$ cat config.mk
export PLATFORM = sky130hd
export DESIGN_NAME = io_port_agent
export DESIGN_NICKNAME = d
export VERILOG_FILES = /design/src/rtl/io_agent_pkg.sv /design/src/rtl/sync_fifo.sv /design/src/rtl/io_port_agent.sv
export SDC_FILE = /design/constraint.sdc
export NUM_CORES = 1
export LEC_CHECK = 0
export CAP_MARGIN = 20
export CORE_MARGIN = 10
export CORE_UTILIZATION = 30
export CTS_BUF_LIST = sky130_fd_sc_hd__clkbuf_8
export DETAILED_ROUTE_END_ITERATION = 8
export PLACE_DENSITY_LB_ADDON = 0.25
export RECOVER_POWER = 25
export SLEW_MARGIN = 20
export SYNTH_ARGS = -nofsm -noshare
export SYNTH_HDL_FRONTEND = slang
export SYNTH_SLANG_ARGS = --single-unit
$ cat constraint.sdc
create_clock -name clk -period 3.04 [get_ports clk]
set_input_delay 0.456 -clock clk [delete_from_list [all_inputs] [get_ports clk]]
set_output_delay 0.456 -clock clk [all_outputs]
set_load 0.02 [all_outputs]
$ cat src/rtl/io_agent_pkg.sv
// Shared types and constants for the CPU I/O port agent.
package io_agent_pkg;

    localparam int BYTE_W = 8;

    // err_flags layout: {tx_overflow, rx_underflow}
    localparam int ERR_RX_UNDERFLOW = 0;
    localparam int ERR_TX_OVERFLOW  = 1;

    typedef enum logic [1:0] {
        ST_IDLE  = 2'd0,
        ST_PULSE = 2'd1,
        ST_WAIT  = 2'd2
    } int_state_t;

endpackage

$ cat src/rtl/sync_fifo.sv
// Single-clock FIFO with a registered head byte, occupancy count and full/empty flags.
module sync_fifo #(
    parameter int W     = 8,
    parameter int DEPTH = 8
) (
    input  logic                     clk,
    input  logic                     rstn,
    input  logic                     i_push,
    input  logic [W-1:0]             i_data,
    input  logic                     i_pop,
    output logic [W-1:0]             o_head,
    output logic [$clog2(DEPTH):0]   o_count,
    output logic                     o_full,
    output logic                     o_empty
);

    localparam int AW = $clog2(DEPTH);
    localparam int CW = AW + 1;

    logic [W-1:0]  r_mem [DEPTH];
    logic [AW-1:0] r_wr_ptr;
    logic [AW-1:0] r_rd_ptr;
    logic [CW-1:0] r_count;
    logic [W-1:0]  r_head;

    logic          w_push;
    logic          w_pop;
    logic [AW-1:0] w_rd_next;

    assign o_full    = (r_count == CW'(DEPTH));
    assign o_empty   = (r_count == '0);
    assign o_count   = r_count;
    assign o_head    = r_head;

    assign w_push    = i_push && !o_full;
    assign w_pop     = i_pop && !o_empty;
    assign w_rd_next = r_rd_ptr + 1'b1;

    // NOTE: the storage array has no reset; pointers and count alone define which entries are valid.
    always_ff @(posedge clk) begin
        if (w_push) begin
            r_mem[r_wr_ptr] <= i_data;
        end
    end

    // NOTE: reset is sampled on the clock edge (synchronous), so it sits inside the clocked branch.
    always_ff @(posedge clk) begin
        if (!rstn) begin
            r_wr_ptr <= '0;
            r_rd_ptr <= '0;
            r_count  <= '0;
            r_head   <= '0;
        end else begin
            if (w_push) begin
                r_wr_ptr <= r_wr_ptr + 1'b1;
            end
            if (w_pop) begin
                r_rd_ptr <= w_rd_next;
            end
            r_count <= r_count + CW'(w_push) - CW'(w_pop);

            // Head is precomputed so the consumer sees it straight from a flop.
            if (w_pop) begin
                if (r_count == CW'(1)) begin
                    r_head <= i_data;
                end else begin
                    r_head <= r_mem[w_rd_next];
                end
            end else if (o_empty && w_push) begin
                r_head <= i_data;
            end
        end
    end

endmodule

$ cat src/rtl/io_port_agent.sv
// Peripheral partner of the CPU I/O ports: RX FIFO toward I_Port, TX FIFO from O_Port,
// and a one-shot interrupt raised when input arrives in an empty RX queue.
module io_port_agent
    import io_agent_pkg::*;
#(
    parameter int                DEPTH     = 8,
    parameter logic [BYTE_W-1:0] EMPTY_VAL = 8'h00,
    parameter int                INT_PULSE = 2,
    parameter bit                INT_EN    = 1'b1
) (
    input  logic                   clk,
    input  logic                   rstn,
    input  logic [BYTE_W-1:0]      host_in_data,
    input  logic                   host_in_valid,
    output logic                   host_in_ready,
    output logic [BYTE_W-1:0]      cpu_in_port,
    input  logic                   cpu_in_rd,
    input  logic [BYTE_W-1:0]      cpu_out_port,
    input  logic                   cpu_out_wr,
    output logic [BYTE_W-1:0]      host_out_data,
    output logic                   host_out_valid,
    input  logic                   host_out_ready,
    output logic                   int_sig,
    output logic [$clog2(DEPTH):0] rx_count,
    output logic [$clog2(DEPTH):0] tx_count,
    output logic [1:0]             err_flags
);

    localparam int PW = $clog2(INT_PULSE + 1);

    logic [BYTE_W-1:0] w_rx_head;
    logic              w_rx_full;
    logic              w_rx_empty;
    logic              w_tx_full;
    logic              w_tx_empty;
    logic              w_rx_push;
    logic              w_rx_pop;
    logic              w_tx_push;
    logic              w_tx_pop;

    int_state_t        r_state;
    logic [PW-1:0]     r_int_cnt;
    logic              r_int;
    logic [1:0]        r_err;

    assign w_rx_push = host_in_valid && !w_rx_full;
    assign w_rx_pop  = cpu_in_rd && !w_rx_empty;
    assign w_tx_push = cpu_out_wr && !w_tx_full;
    assign w_tx_pop  = host_out_ready && !w_tx_empty;

    sync_fifo #(.W(BYTE_W), .DEPTH(DEPTH)) rx_fifo (
        .clk     (clk),
        .rstn    (rstn),
        .i_push  (w_rx_push),
        .i_data  (host_in_data),
        .i_pop   (w_rx_pop),
        .o_head  (w_rx_head),
        .o_count (rx_count),
        .o_full  (w_rx_full),
        .o_empty (w_rx_empty)
    );

    sync_fifo #(.W(BYTE_W), .DEPTH(DEPTH)) tx_fifo (
        .clk     (clk),
        .rstn    (rstn),
        .i_push  (w_tx_push),
        .i_data  (cpu_out_port),
        .i_pop   (w_tx_pop),
        .o_head  (host_out_data),
        .o_count (tx_count),
        .o_full  (w_tx_full),
        .o_empty (w_tx_empty)
    );

    assign host_in_ready  = !w_rx_full;
    assign host_out_valid = !w_tx_empty;
    assign cpu_in_port    = w_rx_empty ? EMPTY_VAL : w_rx_head;
    assign int_sig        = r_int;
    assign err_flags      = r_err;

    always_ff @(posedge clk) begin
        if (!rstn) begin
            r_err <= '0;
        end else begin
            if (cpu_in_rd && w_rx_empty) begin
                r_err[ERR_RX_UNDERFLOW] <= 1'b1;
            end
            // Full is taken from the registered count, so a same-cycle host pop cannot save the byte.
            if (cpu_out_wr && w_tx_full) begin
                r_err[ERR_TX_OVERFLOW] <= 1'b1;
            end
        end
    end

    // One interrupt per batch of input: after the pulse, stay quiet until RX has drained.
    always_ff @(posedge clk) begin
        if (!rstn || !INT_EN) begin
            r_state   <= ST_IDLE;
            r_int_cnt <= '0;
            r_int     <= 1'b0;
        end else begin
            case (r_state)
                ST_IDLE: begin
                    if (w_rx_push && w_rx_empty) begin
                        r_state   <= ST_PULSE;
                        r_int_cnt <= PW'(INT_PULSE);
                        r_int     <= 1'b1;
                    end
                end
                ST_PULSE: begin
                    if (r_int_cnt <= PW'(1)) begin
                        r_state <= ST_WAIT;
                        r_int   <= 1'b0;
                    end else begin
                        r_int_cnt <= r_int_cnt - 1'b1;
                    end
                end
                ST_WAIT: begin
                    if (w_rx_empty) begin
                        r_state <= ST_IDLE;
                    end
                end
                default: begin
                    r_state <= ST_IDLE;
                    r_int   <= 1'b0;
                end
            endcase
        end
    end

endmodule

# Yosys cells after proc, flatten, opt, wreduce, memory -nomap -nowiden
# Memories as Yosys holds them, arrays and structs flattened.
# Cells that the tools add are included.
# totals
rom_bits	0
latch_bits	0
regBits	43
out_inout_bits	29
in_bits	22
wordCells	83
memories	2
mem_bits_rw	128
# mem_list
memory	depth	word_bits	read_ports	rd_clocked_by_memory_dff	wr	line_no	rtl
rx_fifo.r_mem	8	8	1	0	1	sync_fifo.sv:20	logic [W-1:0] r_mem [DEPTH];
tx_fifo.r_mem	8	8	1	0	1	sync_fifo.sv:20	
# classes
n_div	0
n_mux	21
n_addsub	9
bitwise	1
n_lt_le_gt_ge	1
shifts	0
n_mul	0
reduce_logical	26
eq_ne	10
# ops
operator	count
$mux 8	7
$logic_and 1x1->1	13
$add 3x1->3 const B	4
$mux 2	5
$reduce_and 3->1	3
$add 4x1->4	2
$eq 4x1->1 const B	2
$eq 4x4->1 const B	2
$logic_not 4->1	2
$sub 4x1->4	2
$mux 1	6
$ne 2x2->1 const B	3
$pmux 2 s3	1
$reduce_bool 2->1	3
$logic_not 1->1	4
$pmux 2 s2	1
$pmux 1 s3	1
$eq 2x1->1 const B	1
$eq 2x2->1 const B	1
$le 2x1->1 const B	1
$logic_not 2->1	1
$ne 2x1->1 const B	1
$sub 2x1->2 const B	1
$not 1->1	1

# Longest topological paths before layout
# logic_depth
depth_word	7
ltp_mapped	13
mapped_depth_nobuf	12

# Hierarchy
# From an unflattened synthesis, not the netlist that was laid out.
# hier_totals
cells_unflattened	549
area_unflattened_um2	7439.6
# by_module_without_submodules
module	n_inst	cells_per_inst	area_per_inst_um2
sync_fifo	2	250	3505.9
io_port_agent	1	49	427.9

# Least setup slack after synthesis
# No wires, ideal clock.
# synth_path
kind	flip-flop to flip-flop
start	register tx_fifo.r_count[2] (netlist: tx_fifo.o_count[2])
end	register tx_fifo.r_count[2] (netlist: tx_fifo.o_count[2])
setup_time_ns	0.115
path_stages_with_launch	14
t_arrival_ns	2.394
period_less_slack_ns	2.509
path_slack_ns	0.531
cell_sequence	dfxtp_1 -> inv_1 -> ha_1 -> or3b_1 -> buf_6 -> nand2_1 -> inv_1 -> ha_1 -> inv_1 -> ha_1 -> inv_1 -> fa_1 -> xnor2_1 -> and2_1
# synth_via
word_cells_on_any_way	10
cone_classes	2 x add/sub; 1 x eq/ne; 7 x reduce/logical
# synth_lines
item	line_no	rtl
from (decl)	sync_fifo.sv:23	logic [CW-1:0] r_count;
from (signal assigned)	sync_fifo.sv:60	r_count <= r_count + CW'(w_push) - CW'(w_pop);
$logic_not 4->1 (*)	sync_fifo.sv:31	assign o_empty = (r_count == '0);
$logic_not 1->1 (*)	--	
named net host_out_valid	io_port_agent.sv:21	output logic host_out_valid,
$logic_and 1x1->1	io_port_agent.sv:49	assign w_tx_pop = host_out_ready && !w_tx_empty;
$logic_and 1x1->1 (*)	sync_fifo.sv:36	assign w_pop = i_pop && !o_empty;
named net tx_fifo.w_pop	sync_fifo.sv:27	logic w_pop;
$sub 4x1->4 (*)	sync_fifo.sv:60	
# Mark *: on every way through the listed nets, which the timed path passes. The rest lies on a longest branch.
# A chain may end at the register's enable or synchronous reset.

# Worst setup path after layout
# layout_path
start	register rx_fifo.r_count[2] (netlist: rx_fifo.o_count[2])
end	output cpu_in_port[7]
# layout_via
elab_chain_cells	2
# layout_rtl
item	line_no	rtl
from (decl)	sync_fifo.sv:23	
from (signal assigned)	sync_fifo.sv:60	
$logic_not 4->1	sync_fifo.sv:31	
$mux 8	io_port_agent.sv:77	assign cpu_in_port = w_rx_empty ? EMPTY_VAL : w_rx_head;
to (decl)	io_port_agent.sv:16	output logic [BYTE_W-1:0] cpu_in_port,
# Every way passes these cells.

==> flow_metrics.py <==
metrics = {
    "yosys": {
        "ys.flop_type": "edfxtp_1",
        "synth_area_um2": 7383,
        "synthCells": 538,
        "synth.net_count": 579,
        "postSynth.asyncResetShare_pct": 0,
        "yosysTopAreaCellShare_pct": 52.06,
        "post-synth-top-count-cell": "edfxtp_1",
        "synth_common_cells": "edfxtp_1 (128), dfxtp_1 (43), mux2i_1 (42)",
        "yosys.area.top_type": "edfxtp_1",
        "yosysWarnings": 0,
        "ys_ff_latch": 171,
        "ys_types": 49,
        "synth-seq-area-share_pct": 63.72,
        "synth.area.top_cells": "edfxtp_1 (52%), dfxtp_1 (12%), mux2i_1 (5.7%)",
        "synth_edf_count": 128,
        "synth.avg_cell_area_um2": 13.72,
    },
    "die": {
        "rows": 57,
        "design.die.area_um2": 31290,
        "coreArea_um2": 24250,
        "io_pins": 51,
        "start_util_pct": 30.45,
        "die_h_um": 176.9,
        "die_w_um": 176.9,
    },
    "worst_setup_path": {
        "rr_startpoint": "tx_fifo.o_count[2]",
        "worstPathCellList": "inv_1 > ha_1 > nor3b_2 > buf_4 > nor2b_1 > clkdlybuf4s50_1",
        "r2r-end": "tx_fifo.o_count[2]",
        "cpMaxStageDelayCell": "clkdlybuf4s50_1",
        "cp-startpoint": "rx_fifo.o_count[2]",
        "setup.worst_path.class": "flop to output port",
        "cp.arrival_ns": 2.24,
        "cp_max_fo": 13,
        "reg2regPathDepth": 12,
        "max_stage_delay_ns": 0.64,
        "rrSetupSlack_ns": 0.46,
        "required_ns": 2.58,
        "cp-start-kind": "flop",
        "crit_path_end_kind": "output port",
        "crit_end": "cpu_in_port[7]",
    },
    "clock_tree": {
        "post-cts-setup-buffer-count": 0,
        "cts_resized": 0,
        "root_buffer": "clkbuf_8",
        "clk_pin_slew_ns": 0.10,
        "cts_sinks": 171,
        "clk_latency_ns": 0.45,
        "cts_tree": "done",
        "cts_buffers": 17,
        "cts_max_level": 4,
        "cts_hold_buffers": 0,
        "clockBufferDepth": 2,
    },
    "timing": {
        "finalSetupTns_ns": 0,
        "grt_setup_unrepaired": "false",
        "tightest_slew_ns": 0.7746,
        "worst_clock_skew_ns": 0.01530,
        "post-route-min-period_ns": 2.698,
        "setup_slack_ns": 0.3419,
        "finalSetupViolations": 0,
        "slew_headroom_pct": 48.17,
        "hold_violations": 0,
        "fmax_mhz": 370.6,
        "timing.final.crit_share_pct": 88.75,
        "slew_violations": 0,
    },
    "global_routing": {
        "grtUsageTotal_pct": 10.99,
        "antenna_found_initial": 0,
        "grt_max_degree": 47,
        "grt_pass1_vias": 4626,
        "grt_overflow": 0,
        "grt_first_pass_wirelength_mm": 26.59,
    },
    "power": {
        "power.density_nw_per_um2": 830.6,
        "leakage_nw": 2.948,
        "ir_drop_v": 0.0003593,
    },
    "finish": {
        "stdcell_area_um2": 8735,
        "nNetsFinal": 648,
        "num_antenna_cells": 0,
        "finalNonFillerCells": 944,
        "fin_util_pct": 36.02,
        "fill_cells": 2360,
        "drive_gt1_share_pct": 12.26,
        "area_growth_pct": 18.30,
    },
    "routing": {
        "vias": 4491,
        "viasPerCell": 4.757,
        "wl_per_cell_um": 17.94,
        "wl_mm": 16.93,
        "firstDrtPassIters": 4,
        "drc": 0,
        "drt_iter0_drc": 226,
        "postRouteAntennaNets": 0,
    },
    "place": {
        "place_inst": 912,
        "place_ws_ns": 0.3902,
        "io_buffers": 50,
        "post_dp_cell_area_um2": 8341,
        "place_congestion": 0.7665,
        "post-dp-hpwl_mm": 11.08,
    },
    "worst_hold_path": {
        "hold_path_class": "flop to flop",
    },
    "run_status": {
        "status": "finished clean",
    },
    "run": {
        "maxCapViolCount": 0,
    },
}
-- where the power goes --
part	switching (mW)	internal [mW]	total (mW)
clock network	0.947	0.615	1.56
logic	1.49	1.20	2.70
registers	0.184	2.81	3.00
total	2.62	4.63	7.26
-- area by class of cell --
| cell class | count | area, µm² | share of cell area (%) |
|---|---|---|---|
| Clock inverter | 15 | 160.2 | 1.834 |
| Sequential cell | 171 | 4705 | 53.86 |
| Clock buffer | 17 | 234.0 | 2.679 |
| Multi-Input combinational cell | 317 | 2434 | 27.86 |
| Tap cell | 324 | 405.4 | 4.641 |
| Inverter | 21 | 78.83 | 0.9024 |
| Timing Repair Buffer | 79 | 718.2 | 8.222 |
-- cells in the final DEF (no fill, tap or decap), types with 4 or more instances in the layout --
cell               n
a2111oi_0         24
a21boi_0           5
a21oi_1           12
a221o_1            8
a22oi_1            8
a31o_1             8
and2_1            19
buf_4             29
clkbuf_8          17
clkdlybuf4s50_1   38
clkinv_4           4
dfxtp_1           43
dlygate4sd3_1     12
edfxtp_1         128
ha_1              17
inv_1             20
inv_8              5
mux2_2             8
mux2i_1           42
nand2_1           30
nand2b_1           7
nand3_1            5
nor2_1             9
nor2b_1           39
nor3_1             9
nor4_1            10
o211ai_1           8
o311ai_0           8
xnor2_1           11
xor2_1             5
-- worst min-delay path by stage --
stage,start,to,slack [ns],cells past startpoint
after detailed placement,rx_fifo.o_head[4],rx_fifo.o_head[4],0.46,1
after global routing,rx_fifo.o_head[1],rx_fifo.o_head[1],0.52,1
after global placement,tx_fifo.r_rd_ptr[1],tx_fifo.r_rd_ptr[1],0.46,2
after floorplan,tx_fifo.r_rd_ptr[1],tx_fifo.r_rd_ptr[1],0.45,2
after CTS,tx_fifo.r_rd_ptr[1],tx_fifo.r_rd_ptr[1],0.49,2
final,rx_fifo.o_head[6],rx_fifo.o_head[6],0.49,1
-- stage by stage --
step,total power [mW],hold slack (ns)
5_1_grt,7.712,0.5207
4_1_cts,7.367,0.4949
3_3_place_gp,5.727,0.4609
3_5_place_dp,5.789,0.4612
2_1_floorplan,4.858,0.4474
6_report,7.255,0.4894
-- worst max-delay path, delay by kind of cell (launching register included) --
kind                       cells  cell delay, ns
and+or+nand+nor                2            0.30
DFF                            1            0.35
buffers and inverters          3            0.91
adders and majority gates      1            0.21
-- flip-flops by register name, summed over array words and instances, names as in the netlist --
name and flops:
rx_fifo.r_wr_ptr 3, int_sig 1, rx_fifo.o_head 8, r_int_cnt 2, rx_fifo.o_count 4, tx_fifo.r_wr_ptr 3, tx_fifo.o_count 4, r_state 2
tx_fifo.r_mem 64, rx_fifo.r_rd_ptr 3, rx_fifo.r_mem 64, tx_fifo.o_head 8, tx_fifo.r_rd_ptr 3, err_flags 2
-- cell families after synthesis --
kind of cell | count (synthesis) | share of synthesized area, %
compound gates | 91 | 9.727
xor+xnor | 16 | 1.898
fa+ha+maj | 19 | 3.423
buf+inv | 50 | 3.389
flops | 171 | 63.72
mux | 51 | 7.219
simple gates | 140 | 10.63
-- metal layers --
layer	vias up	routed length [µm]	GRT usage [%]
met2	63	8398	18.35
met1	2230	7702	13.80
met4	0	209	3.012
met3	12	621	2.838
met5	-	0	0
li1	2186	-	-
Note: power is estimated with default switching activity, not from simulation.
